==> src/rtl/motor_run_sequencer.sv <==
// Start-up and run-state sequencer for the BLDC velocity loop: align, zero, settle, run,
// plus filter/PI strobe scheduling and stall-fault detection.
module motor_run_sequencer #(
    parameter int unsigned ALIGN_CYCLES  = 50000,
    parameter int unsigned SETTLE_CYCLES = 1000,
    parameter int unsigned FILTER_DIV    = 500,
    parameter int unsigned LOOP_RATIO    = 10,
    parameter int unsigned STALL_TICKS   = 1023,
    parameter int unsigned STALL_LOOPS   = 100
) (
    input  logic               clk,
    input  logic               reset,
    input  logic               enable,
    input  logic               fault_clear,
    input  logic signed [15:0] desired_velocity,
    input  logic        [31:0] time_per_tick,
    output logic               reset_encoder_count,
    output logic               apply_initial_commutation,
    output logic               controller_override,
    output logic               commutation_enable,
    output logic               filter_pulse,
    output logic               control_loop_pulse,
    output logic               fault,
    output logic        [2:0]  state
);

    localparam int unsigned PHASE_MAX = (ALIGN_CYCLES > SETTLE_CYCLES) ? ALIGN_CYCLES : SETTLE_CYCLES;
    localparam int unsigned CNT_W     = $clog2(PHASE_MAX + 1);
    localparam int unsigned PRE_W     = $clog2(FILTER_DIV);
    localparam int unsigned RAT_W     = $clog2(LOOP_RATIO + 1);
    localparam int unsigned STL_W     = $clog2(STALL_LOOPS + 1);

    typedef enum logic [2:0] {
        IDLE   = 3'd0,
        ALIGN  = 3'd1,
        ZERO   = 3'd2,
        SETTLE = 3'd3,
        RUN    = 3'd4,
        FAULT  = 3'd5
    } state_t;

    state_t             state_q, state_d;
    logic [CNT_W-1:0]   cnt_q, cnt_d;
    logic [PRE_W-1:0]   presc_q, presc_d;
    logic [RAT_W-1:0]   ratio_q, ratio_d;
    logic [STL_W-1:0]   stall_q, stall_d;
    logic [STL_W-1:0]   stall_inc;
    logic               loop_pend_q, loop_pend_d;
    logic               rec_q, rec_d;
    logic               aic_q, aic_d;
    logic               ovr_q, ovr_d;
    logic               cen_q, cen_d;
    logic               fp_q, fp_d;
    logic               clp_q, clp_d;
    logic               fault_q, fault_d;
    logic               active_q, active_d;
    logic               wrap;
    logic               stalled;

    // State register and all registered outputs
    always_ff @(posedge clk) begin
        if (reset) begin
            state_q     <= IDLE;
            cnt_q       <= '0;
            presc_q     <= '0;
            ratio_q     <= '0;
            stall_q     <= '0;
            loop_pend_q <= 1'b0;
            rec_q       <= 1'b0;
            aic_q       <= 1'b0;
            ovr_q       <= 1'b0;
            cen_q       <= 1'b0;
            fp_q        <= 1'b0;
            clp_q       <= 1'b0;
            fault_q     <= 1'b0;
        end else begin
            state_q     <= state_d;
            cnt_q       <= cnt_d;
            presc_q     <= presc_d;
            ratio_q     <= ratio_d;
            stall_q     <= stall_d;
            loop_pend_q <= loop_pend_d;
            rec_q       <= rec_d;
            aic_q       <= aic_d;
            ovr_q       <= ovr_d;
            cen_q       <= cen_d;
            fp_q        <= fp_d;
            clp_q       <= clp_d;
            fault_q     <= fault_d;
        end
    end

    // Next state, phase counter and stall monitor
    always_comb begin
        state_d   = state_q;
        cnt_d     = cnt_q;
        stall_d   = stall_q;
        stalled   = (desired_velocity != 16'sd0) && (time_per_tick > 32'(STALL_TICKS));
        stall_inc = (stall_q == STL_W'(STALL_LOOPS)) ? stall_q : stall_q + STL_W'(1);

        case (state_q)
            IDLE: begin
                if (enable) state_d = ALIGN;
            end
            ALIGN: begin
                if (cnt_q == CNT_W'(ALIGN_CYCLES - 1)) state_d = ZERO;
                else                                    cnt_d   = cnt_q + CNT_W'(1);
            end
            ZERO: begin
                state_d = SETTLE;
            end
            SETTLE: begin
                if (cnt_q == CNT_W'(SETTLE_CYCLES - 1)) state_d = RUN;
                else                                     cnt_d   = cnt_q + CNT_W'(1);
            end
            RUN: begin
                // Evaluated once per control period, on the visible PI strobe
                if (clp_q) begin
                    if (stalled) begin
                        stall_d = stall_inc;
                        if (stall_inc == STL_W'(STALL_LOOPS)) state_d = FAULT;
                    end else begin
                        stall_d = '0;
                    end
                end
            end
            FAULT: begin
                if (fault_clear && !enable) state_d = IDLE;
            end
            default: state_d = IDLE;
        endcase

        // Dropping the run request wins over any same-cycle timeout
        if (!enable && (state_q == ALIGN || state_q == ZERO || state_q == SETTLE || state_q == RUN)) begin
            state_d = IDLE;
        end
        if (state_d != state_q) cnt_d   = '0;
        if (state_d != RUN)     stall_d = '0;
    end

    // Filter/loop scheduler and output decode aligned with the next state
    always_comb begin
        active_q    = (state_q == SETTLE) || (state_q == RUN);
        active_d    = (state_d == SETTLE) || (state_d == RUN);
        wrap        = active_q && (presc_q == PRE_W'(FILTER_DIV - 1));
        presc_d     = '0;
        ratio_d     = '0;
        if (active_q && active_d) begin
            presc_d = wrap ? '0 : presc_q + PRE_W'(1);
            ratio_d = ratio_q;
            if (wrap) ratio_d = (ratio_q == RAT_W'(LOOP_RATIO - 1)) ? '0 : ratio_q + RAT_W'(1);
        end
        loop_pend_d = active_d && wrap && (ratio_q == RAT_W'(LOOP_RATIO - 1));

        rec_d   = (state_d == ZERO);
        aic_d   = (state_d == ALIGN);
        ovr_d   = (state_d == ALIGN);
        cen_d   = (state_d == ALIGN) || (state_d == ZERO) || active_d;
        fp_d    = wrap && active_d;
        clp_d   = loop_pend_q && (state_d == RUN);
        fault_d = (state_d == FAULT);
    end

    assign reset_encoder_count       = rec_q;
    assign apply_initial_commutation = aic_q;
    assign controller_override       = ovr_q;
    assign commutation_enable        = cen_q;
    assign filter_pulse              = fp_q;
    assign control_loop_pulse        = clp_q;
    assign fault                     = fault_q;
    assign state                     = 3'(state_q);

endmodule
==> config.mk <==
export PLATFORM = sky130hd
export DESIGN_NAME = motor_run_sequencer
export DESIGN_NICKNAME = d
export VERILOG_FILES = /design/src/rtl/motor_run_sequencer.sv
export SDC_FILE = /design/constraint.sdc
export NUM_CORES = 1
export LEC_CHECK = 0
export ABC_AREA = 0
export ABC_CLOCK_PERIOD_IN_PS = 8300
export CAP_MARGIN = 30
export CORE_MARGIN = 2
export CORE_UTILIZATION = 54
export CTS_CLUSTER_SIZE = 25
export DETAILED_ROUTE_END_ITERATION = 8
export PLACE_DENSITY = 0.83
export SLEW_MARGIN = 5
export SYNTH_ARGS = -nofsm -noshare
export SYNTH_HDL_FRONTEND = slang
export SYNTH_SLANG_ARGS = --single-unit
==> constraint.sdc <==
create_clock -name clk -period 8.3 [get_ports clk]
set_clock_uncertainty 0.2 [all_clocks]
set_input_delay 1.66 -clock clk [delete_from_list [all_inputs] [get_ports clk]]
set_output_delay 1.66 -clock clk [all_outputs]
set_load 0.1 [all_outputs]
==> impl_summary.log <==
INFO  metric outcome = finished, final reports clean
INFO  metric dr_wl_met3 = about 470 um
INFO  metric max_cap_violations = 0
INFO  metric max_slew.worst_pin.slew = between 0.9 and 1 ns
INFO  metric cpMaxStageDelayCell = sky130_fd_sc_hd__a21oi_2
INFO  metric port-buffer-count = 51
INFO  metric max_slew_margin = 35.0%
INFO  metric layout-drive-gt1-share = about 6.4%
INFO  metric route.final.wire_length = ~6 mm
INFO  metric yosys.area_share.simple = approximately 38%
INFO  metric synth_fa_ha_area_share = 1.91%
INFO  metric setup_total_negative_slack = 0 ns
INFO  metric cts_repair_resize_count = 0
INFO  metric mapped_avg_cell_area = 8.43 sq um
INFO  metric mostFrequentLayoutCell = sky130_fd_sc_hd__clkdlybuf4s50_1
INFO  metric cts_tree = done
INFO  metric grt_start_max_net_pins = 17
INFO  metric placementRows = 25
INFO  metric synth_nets = between 300 and 400
INFO  metric post-dp-hpwl = 4.56 mm
INFO  metric worst_path_buffer_plus_inverter_count = 1
INFO  metric post_synthesis_compound_gate_area_fraction = about an eighth
INFO  metric peak_vdd_ir = ~100 uV
INFO  metric route.top_layer_used = met4
INFO  metric worst_setup_hold_path_clk_slew = 0.09 ns
INFO  metric clock_sinks = 46
INFO  metric die_area = 5430 sq um
INFO  metric syn-cell-area = between 2000 and 3000 sq um
INFO  metric global_route.usage.total = 23.3%
INFO  metric clock_tree.buffer_depth = 2
INFO  metric detailroute.wirelength.met2 = about 3.0 mm
INFO  metric die_y = between 70 and 80 um
INFO  metric floorplan.die.width = around 74 um
INFO  metric cts-buffers-inserted = 5
INFO  metric class_of_the_worst_hold_path = flip-flop to flip-flop
INFO  metric final_hold_viol_count = 0
INFO  metric crit_path_start_kind = input pin
INFO  metric antenna_violating_nets_post_route = 0
INFO  metric hold_buffers = 0
INFO  metric finalNetCount = 413
INFO  metric cp.required = between 8 and 9 ns
INFO  metric gr-total-overflow = 0
INFO  metric postSynth.topFlopCell = sky130_fd_sc_hd__dfxtp_1
INFO  metric worstPathMaxFanout = 16
INFO  metric crit_path_end_kind = flip-flop
INFO  metric async_reset_ff_share = 0%
INFO  metric combinational_family_with_the_most_area_after_synthesis = simple AND/OR/NAND/NOR gates
INFO  metric design_area = about 3300 sq um
INFO  metric post_drt_via_cell_ratio = 5.99
INFO  metric wl_met1 = about 2.5 mm
INFO  metric first_global_vias = around 2300
INFO  metric dr.pass1.iters = 4
INFO  metric layout.cells.non_filler = 412
INFO  metric core = 4690 sq um
INFO  metric ctsHtreeMaxLevel = 2
INFO  metric dp.cells = between 400 and 500
INFO  metric rsz_0062_raised_after_global_routing = no
INFO  metric setup_viol = 0
INFO  metric cts_setup_buffers = 0
INFO  metric wire_length_per_cell = roughly 15 um
INFO  metric layout-area-overhead-vs-synth = 24.0%
INFO  metric timing.critical_path.cells = clkdlybuf4s50_1 > nor2b_1 > o22ai_1 > o21ba_1 > or4b_4 > a21oi_2 > nor4b_1
INFO  metric detailedRoute.firstIterationViolations = roughly 180
INFO  metric pwr_density_cell = about 140 nW/um^2
INFO  metric synth.yosys.seq_area_share = approximately a third
INFO  metric antenna_cells_inserted = 0
INFO  metric mostFrequentLayoutCells = sky130_fd_sc_hd__clkdlybuf4s50_1, sky130_fd_sc_hd__dfxtp_1, sky130_fd_sc_hd__nand2_1, sky130_fd_sc_hd__nor2_1, sky130_fd_sc_hd__nor3_1
INFO  metric critical-path-top-delay-family = compound AO/OA/AOI/OAI gates
INFO  metric grt_antenna_before_repair = 0
INFO  metric crit_arrival = 4.20 ns
INFO  metric clk_root_buffer_cell = sky130_fd_sc_hd__clkbuf_8
INFO  metric drc = 0
INFO  metric pin_count = between 60 and 70
INFO  metric period_needed = 4.25 ns
INFO  metric start_util = roughly 56%
INFO  metric leakagePower = ~0.0011 uW
INFO  metric crit_type = input pin to flip-flop
INFO  metric grt_pass1_wl = between 10 and 15 mm
INFO  metric post_synthesis_cell_count = approximately 310
INFO  metric yosys_warnings = 0
INFO  metric timing.fmax = ~240 MHz
INFO  metric synth_xor_area_share = approximately 8.7%
INFO  metric yosys.cell_types.count = 57
INFO  metric clock_latency = between 0.3 and 0.4 ns
INFO  metric drv_slew = 0
INFO  metric synth.mux.area_fraction = less than 1%
INFO  metric synth-seq-cells = 46
INFO  metric via_count = between 2000 and 2500
INFO  metric post-route-period-util = around 51%
INFO  metric critPathMaxStageDelay = between 0.6 and 0.7 ns
INFO  metric placement.cell_area = around 3100 sq um
INFO  metric gpl.final_weighted_congestion = a little under 0.9
INFO  metric synth_enable_flop_cells = 0
-- synthesized netlist by cell type, types with 3 or more instances --
library cell	instances	area share, %
sky130_fd_sc_hd__nor3_1	26	5.0
sky130_fd_sc_hd__nor4b_1	6	2.0
sky130_fd_sc_hd__inv_1	6	0.86
sky130_fd_sc_hd__a22oi_1	3	0.86
sky130_fd_sc_hd__nor4_1	19	4.5
sky130_fd_sc_hd__nand3_1	12	2.3
sky130_fd_sc_hd__o22ai_1	3	0.72
sky130_fd_sc_hd__nand4_1	9	2.1
sky130_fd_sc_hd__a21oi_1	10	1.9
sky130_fd_sc_hd__nor2_1	26	3.7
sky130_fd_sc_hd__nor3b_1	3	0.86
sky130_fd_sc_hd__xor2_1	10	3.3
sky130_fd_sc_hd__and2_1	4	0.95
sky130_fd_sc_hd__o21ai_0	7	1.3
sky130_fd_sc_hd__and3_1	9	2.1
sky130_fd_sc_hd__nand3b_1	3	0.86
sky130_fd_sc_hd__xnor2_1	16	5.3
sky130_fd_sc_hd__nand2b_1	3	0.72
sky130_fd_sc_hd__ha_1	4	1.9
sky130_fd_sc_hd__nand2_1	29	4.2
sky130_fd_sc_hd__dfxtp_1	46	35
sky130_fd_sc_hd__clkbuf_1	6	0.86
sky130_fd_sc_hd__nor2b_1	6	1.4
-- worst register-to-register path, delay by kind of cell, from the launching register on --
kind,cells,cell delay [ns]
compound gates,3,0.98
fa+ha+maj,1,0.33
buf+inv,1,0.09
flops,1,0.43
simple gates,3,1.16
-- per-layer routing --
layer / vias up / global-route usage, %
met5: - / 0
met4: 0 / 9.29
met1: 1146 / 26.7
met2: 80 / 41.5
met3: 10 / 5.21
li1: 1230 / -
-- power breakdown --
part | internal, uW | switching [uW]
clock | 90.3 | 80.4
combinational | 27.5 | 34.2
sequential | 223 | 3.05
-- registers in the layout (all words and copies together), names as in the netlist --
register             cells
cnt_q                   16
commutation_enable       1
control_loop_pulse       1
controller_override      1
fault                    1
filter_pulse             1
loop_pend_q              1
presc_q                  9
ratio_q                  4
reset_encoder_count      1
stall_q                  7
state                    3
-- worst paths after layout --
check / to / from / slack [ns] / depth (start not counted)
setup / recovery: cnt_q[3] / enable / 4.05 / 7
hold / removal: control_loop_pulse / loop_pend_q / 0.27 / 1
setup reg to reg: commutation_enable / stall_q[0] / 4.97 / 8
hold reg to reg: control_loop_pulse / loop_pend_q / 0.27 / 1
-- area by class of cell --
type	count	area, sq um
Timing Repair Buffer	52	518
Clock buffer	5	68.8
Fill cell	400	1440
Inverter	6	22.5
Multi-Input combinational cell	246	1610
Tap cell	54	67.6
Sequential cell	46	921
Clock inverter	3	43.8
-- per-stage QoR --
stage / hold WS [ns] / util, % / setup slack (ns) / total power [uW]
after global placement: 0.253 / 66.9 / 3.74 / 292
after global routing: 0.287 / 69.3 / 3.78 / 475
after floorplan: 0.229 / - / 4.67 / 267
final: 0.265 / 69.3 / 4.05 / 458
after CTS: 0.269 / 69.3 / 4.03 / 460
after detailed placement: 0.251 / 66.9 / 3.70 / 293
-- logic make-up (layout without fill, tap and decap cells) --
family,Yosys count,after routing
simple gates,172,172
flops,46,46
compound gates,43,43
xor+xnor,26,26
buf+inv,19,66
fa+ha+maj,4,4
mux,1,1
Note: power is estimated with default switching activity, not from simulation.
